[src/rtl/cajero_controlador.sv]
// cajero_controlador: ATM session controller sequencing PIN entry, lockout, and deposit/withdrawal balance updates.
// All outputs are registered; pulse outputs default low every cycle and are raised for exactly one edge.
module cajero_controlador #(
  parameter int PIN_DIGITS     = 4,
  parameter int MAX_INTENTOS   = 3,
  parameter int ADVERT_INTENTO = 2
) (
  input  logic        clk,
  input  logic        rst,
  input  logic        TARJETA_RECIBIDA,
  input  logic        TIPO_TRANS,
  input  logic        DIGITO_STB,
  input  logic [3:0]  DIGITO,
  input  logic [15:0] PIN,
  input  logic        MONTO_STB,
  input  logic [31:0] MONTO,
  input  logic [63:0] BALANCE_INICIAL,
  output logic [63:0] BALANCE,
  output logic        ENTREGAR_DINERO,
  output logic        PIN_INCORRECTO,
  output logic        ADVERTENCIA,
  output logic        BLOQUEO,
  output logic        FONDOS_INSUFICIENTES,
  output logic        BALANCE_ACTUALIZADO
);
  localparam int CW = $clog2(PIN_DIGITS + 1);
  localparam int FW = $clog2(MAX_INTENTOS + 1);
  typedef enum logic [2:0] {IDLE, PIN_ENTRY, CHECK_PIN, WAIT_MONTO, EXECUTE, BLOCKED} state_t;
  state_t        r_state;
  logic [15:0]   r_acc;
  logic [CW-1:0] r_cnt;
  logic [FW-1:0] r_fail;
  logic          r_tipo;
  logic [31:0]   r_monto;
  logic          w_digit_ok;
  logic          w_last_digit;
  logic [15:0]   w_acc_nx;
  logic [FW-1:0] w_fail_nx;
  logic [64:0]   w_sum;
  logic          w_fondos_ok;
  assign w_digit_ok   = DIGITO_STB && (DIGITO <= 4'd9);
  assign w_last_digit = r_cnt == CW'(PIN_DIGITS - 1);
  assign w_acc_nx     = r_acc * 16'd10 + {12'd0, DIGITO};
  assign w_fail_nx    = r_fail + 1'b1;
  assign w_sum        = {1'b0, BALANCE} + {33'd0, r_monto};
  assign w_fondos_ok  = {32'd0, r_monto} <= BALANCE;
  always_ff @(posedge clk or negedge rst) begin
    if (!rst) begin
      r_state              <= IDLE;
      r_acc                <= '0;
      r_cnt                <= '0;
      r_fail               <= '0;
      r_tipo               <= 1'b0;
      r_monto              <= '0;
      BALANCE              <= '0;
      ENTREGAR_DINERO      <= 1'b0;
      PIN_INCORRECTO       <= 1'b0;
      ADVERTENCIA          <= 1'b0;
      BLOQUEO              <= 1'b0;
      FONDOS_INSUFICIENTES <= 1'b0;
      BALANCE_ACTUALIZADO  <= 1'b0;
    end else begin
      ENTREGAR_DINERO      <= 1'b0;
      PIN_INCORRECTO       <= 1'b0;
      FONDOS_INSUFICIENTES <= 1'b0;
      BALANCE_ACTUALIZADO  <= 1'b0;
      case (r_state)
        IDLE: if (TARJETA_RECIBIDA && !BLOQUEO) begin
          BALANCE <= BALANCE_INICIAL;
          r_acc   <= '0;
          r_cnt   <= '0;
          r_state <= PIN_ENTRY;
        end
        PIN_ENTRY: if (!TARJETA_RECIBIDA) begin
          r_acc   <= '0;
          r_cnt   <= '0;
          r_state <= IDLE;
        end else if (w_digit_ok) begin
          r_acc   <= w_acc_nx;
          r_cnt   <= r_cnt + 1'b1;
          r_state <= w_last_digit ? CHECK_PIN : PIN_ENTRY;
        end
        CHECK_PIN: if (r_acc == PIN) begin
          r_fail      <= '0;
          ADVERTENCIA <= 1'b0;
          r_tipo      <= TIPO_TRANS;
          r_state     <= WAIT_MONTO;
        end else begin
          r_fail         <= w_fail_nx;
          PIN_INCORRECTO <= 1'b1;
          r_acc          <= '0;
          r_cnt          <= '0;
          if (w_fail_nx == FW'(MAX_INTENTOS)) begin
            BLOQUEO     <= 1'b1;
            ADVERTENCIA <= 1'b0;
            r_state     <= BLOCKED;
          end else begin
            ADVERTENCIA <= (w_fail_nx == FW'(ADVERT_INTENTO)) ? 1'b1 : ADVERTENCIA;
            r_state     <= PIN_ENTRY;
          end
        end
        WAIT_MONTO: if (!TARJETA_RECIBIDA)
          r_state <= IDLE;
        else if (MONTO_STB) begin
          r_monto <= MONTO;
          r_state <= EXECUTE;
        end
        EXECUTE: begin
          r_state <= IDLE;
          if (!r_tipo) begin
            BALANCE             <= w_sum[64] ? '1 : w_sum[63:0];
            BALANCE_ACTUALIZADO <= 1'b1;
          end else if (w_fondos_ok) begin
            BALANCE             <= BALANCE - {32'd0, r_monto};
            ENTREGAR_DINERO     <= 1'b1;
            BALANCE_ACTUALIZADO <= 1'b1;
          end else
            FONDOS_INSUFICIENTES <= 1'b1;
        end
        BLOCKED: r_state <= BLOCKED;
        default: r_state <= IDLE;
      endcase
    end
  end
endmodule

[config.mk]
export PLATFORM = sky130hd
export DESIGN_NAME = cajero_controlador
export DESIGN_NICKNAME = d
export VERILOG_FILES = /design/src/rtl/cajero_controlador.sv
export SDC_FILE = /design/constraint.sdc
export NUM_CORES = 1
export LEC_CHECK = 0
export CAP_MARGIN = 20
export CORE_UTILIZATION = 40
export CTS_BUF_LIST = sky130_fd_sc_hd__clkbuf_4
export DETAILED_ROUTE_END_ITERATION = 6
export GPL_ROUTABILITY_DRIVEN = 0
export PLACE_DENSITY_LB_ADDON = 0.3
export SLEW_MARGIN = 40
export SYNTH_ARGS = -nofsm -noshare
export SYNTH_HDL_FRONTEND = slang
export SYNTH_SLANG_ARGS = --single-unit
[constraint.sdc]
create_clock -name clk -period 4.4 [get_ports clk]
set_input_delay 0.88 -clock clk [delete_from_list [all_inputs] [get_ports clk]]
set_output_delay 0.88 -clock clk [all_outputs]
set_load 0.01 [all_outputs]
==> results.md <==
- The flow ran to the end, but the final reports show violations.
- The checks that failed: design-rule violations.
- In this run switching power makes up 50.0% of total power.
- The HPWL reported at the end of detailed placement is around 34 mm.
- The proportion of register bits with asynchronous set or reset after synthesis is between 90% and 100%.
- The mean routed wirelength per cell is 21.2 µm.
- The reg2reg setup slack is 380 ps.
- The iteration count of the initial detailed-routing pass is 7.
- Yosys mapped a number of flops with a built-in enable equal to 0.
- The synthesized net count is between 1500 and 2000.
- The total count of max-transition violations in the final report is 0.
- The sum of overflow across all layers after global routing is 0.
- The net switching power is 3.75 mW.
- The x dimension of the die is 179 µm.
- The number of instances resized during post-cts repair is 0.
- At the end of the flow the core is filled with cells to between 40 and 50%.
- The via count of the first global-routing pass was 12600.
- The clock net in this run drives a total of about 130 sinks.
- After clock tree synthesis, the flow added hold-fix buffers numbering 0.
- The area of the placeable core is 30700 µm².
- The area of all placed cells without fillers is roughly 15000 µm².
- Summed over all layers, the routed wires come to 45.2 mm.
- After layout, the minimum clock period comes to ~4000 ps.
- The number of buffers added on ports is 191.
- The critical path data arrival time is 4520 ps.
- The critical path launch point type is a flip-flop.
- The sum of negative setup slack is 0 ps.
- The clock network fraction of total power is between 10% and 20%.
- Clock skew on the completed layout was measured at 42.7 ps.
- Measured along the y axis, the die boundary spans 179 µm.
- The iteration-0 DRC count of the detailed router is ~1400.
- The cell at the root of the clock tree is clkbuf_4.
- Once placement finished, the instance area stood at 14800 µm².
- Entering global routing, the biggest net connects 56 pins.
- After the last flow step, the layout net total stands at 1943.
- The proportion of layout cells with a drive suffix above 1 is 8.12%.
- The sequential power share is a little over a quarter.
- The transition time at the pin with the least slew margin is 916 ps.
- At the later pin of the worst-skew pair, clock insertion delay measures 610 ps.
- Measured against its own limit, the worst slew margin works out to 38.4%.
- Along the worst path, the maximum fanout reaches 12.
- The internal portion of the total power is about 3.8 mW.
- The biggest area contributor in the post-synthesis netlist is dfrtp_1.
- The global-route wire length before repair is 69.8 mm.
- The length in cells of the worst reg-to-reg path is 11.
- The clock tree from TritonCTS is done.
- The beginning of the worst register-to-register path is BALANCE[19]$_DFFE_PN0P_.
- A synthesized cell averages 7.93 µm².
- By count the netlist is led by 147 x nor2_1, 139 x nand2_1, 127 x dfrtp_1, 105 x a21oi_1, 102 x o21ai_0.
- The combinational power share is 60.5%.
- The number of hold violations in the final report was 0.
- The worst setup path is of the flip-flop to flip-flop kind.
- The number of buffers inserted to repair setup after CTS is 0.
- The die covers 32200 µm².
- Fill cells in the final layout number 3050.
- The H-tree depth reported by CTS is 4.
- The critical path required time is 4900 ps.
- The endpoint of the worst register-to-register path is BALANCE[38]$_DFFE_PN0P_.
- The leakage component of the power is 6.06 nW.
- In this run the count of I/O pins placed on the die edge is 192.
- Power comes to 7.51 mW.
- The growth of design area from synthesis to finish is 20.1%.
- The highest achievable clock rate is 249 MHz.
- The total track usage is 28.0%.
- Once the floorplan was initialized, standard cells occupied 40.9% of the core.
- The number of clock buffers added by TritonCTS is 17.
- After detailed routing, the number of remaining DRC violations is 32.
- The number of max-cap violations is 0.
- The mean number of vias per cell is about 6.2.
- The count of warnings emitted by yosys is 0.
- The tightest min-delay check is of the input port to async pin type.
- The critical path endpoint is BALANCE[38]$_DFFE_PN0P_.
- The final critical path takes up 91.4% of the cycle.
- The total power density per cell area is around 500 nW/µm².
- Synthesis inferred 127 register bits.
- After technology mapping, the gate count stands at 1586.
- The initial antenna violation count came to 1.
- The number of different library cells used by synthesis comes to 90.
- The post-route antenna net violation count is 0.
- The worst-case vdd ir drop is 0.000231 V.
- The clock transition at the registers of the reported paths is 160 ps.
- The most used standard cell by instance count after synthesis is nor2_1.
- By area the synthesized netlist is led by dfrtp_1 25%, ha_1 9.4%, xnor2_1 4.7%.
- The post-synth design cell area is 12600 µm².
- The worst setup path startpoint is BALANCE[19]$_DFFE_PN0P_.
- The worst setup path is captured at a flip-flop.
- The share of the synthesized area in the top cell type is 25.3%.
- The number of standard-cell rows in the floorplan is 64.
- The most frequently used flop master after synthesis is dfrtp_1.
- Setup violations remaining at the end of the flow were counted as 0.
- Setup repair after global routing left no endpoint under its margin.
- Sequential cells were found to cover 25.3% of the synthesized design area.
- The detailed router placed 13200 vias in this run.
- The clock passes through at most 2 buffers.
## area by class of cell
class / instances / area (µm²) / area share [%]
diodes: 1 / 2.50 / 0.0166
clock buffers: 18 / 135 / 0.895
clock inverters: 14 / 158 / 1.04
inverters: 75 / 282 / 1.86
multi-input cells: 1277 / 8650 / 57.3
flip-flops and latches: 127 / 3180 / 21.1
well taps: 396 / 495 / 3.28
repair buffers: 225 / 2200 / 14.6
## metal layers
layer / up-vias / part of all wire, % / global-route usage (%)
met5: - / 0 / 0
met4: 0 / 3.5 / 9.91
met3: 122 / 9.8 / 6.09
met2: 731 / 45 / 44.2
met1: 6263 / 42 / 37.5
li1: 6128 / - / -
## worst min path at each step
stage / cells after the start / startpoint / slack (ps) / to
final: 1 / rst / 140 / BALANCE[30]$_DFFE_PN0P_
after global routing: 1 / rst / 140 / BALANCE[30]$_DFFE_PN0P_
after CTS: 1 / rst / 130 / BALANCE[30]$_DFFE_PN0P_
after detailed placement: 2 / r_cnt[2]$_DFFE_PN0P_ / 470 / r_cnt[2]$_DFFE_PN0P_
after global placement: 2 / r_cnt[2]$_DFFE_PN0P_ / 460 / r_cnt[2]$_DFFE_PN0P_
after floorplan: 2 / r_cnt[2]$_DFFE_PN0P_ / 450 / r_cnt[2]$_DFFE_PN0P_
## cell usage in the layout (no fill, tap or decap), drive strengths merged, types with 34 or more instances in the layout
master	instances
nand2	139
ha	94
o21ai	114
a21oi	107
clkdlybuf4s50	190
dfrtp	127
nor3	44
inv	78
xnor2	67
nand3	46
buf	35
mux2	34
nor2	147
## power by group through the flow
stage                     clock network (mW)  logic, mW  registers, mW
after detailed placement                   0       4.43           2.04
after global placement                     0       4.40           2.02
after CTS                              0.945       4.46           2.02
after global routing                   0.980       4.92           2.10
final                                  0.934       4.54           2.04
after floorplan                            0       2.98           1.88
## critical path, cell delays in order (launching register included)
cell	delay, ps
dfrtp_1	430
ha_1	470
nor4_1	560
and2_1	230
a21boi_0	360
a21oi_1	130
a21oi_2	260
buf_4	220
o21ai_2	70
nor4_1	770
a31oi_1	170
o2bb2a_2	280
## through the flow
step / setup slack, ps / std cells / hold WS (ps)
3_5_place_dp: 406 / 2100 / 471
2_1_floorplan: 968 / 1586 / 450
5_1_grt: 222 / 2133 / 137
6_report: 378 / 2133 / 135
3_3_place_gp: 581 / 2099 / 463
4_1_cts: 412 / 2132 / 130
## sequential cells by signal (all words and copies together), names as in the netlist
signal	flops
ADVERTENCIA	1
BALANCE	64
BALANCE_ACTUALIZADO	1
BLOQUEO	1
ENTREGAR_DINERO	1
FONDOS_INSUFICIENTES	1
PIN_INCORRECTO	1
r_acc	16
r_cnt	3
r_fail	2
r_monto	32
r_state	3
r_tipo	1
## cell families (layout without fill, tap and decap cells)
| group | count (synthesis) | in the layout | share of synthesized area (%) |
|---|---|---|---|
| compound gates | 505 | 505 | 27.4 |
| mux | 47 | 47 | 4.08 |
| fa+ha+maj | 98 | 98 | 9.99 |
| flops | 127 | 127 | 25.3 |
| buf+inv | 182 | 332 | 6.16 |
| simple gates | 543 | 543 | 21.2 |
| other cells | 0 | 1 | 0 |
| xor+xnor | 84 | 84 | 5.85 |
Power figures use the tool's default switching activity.
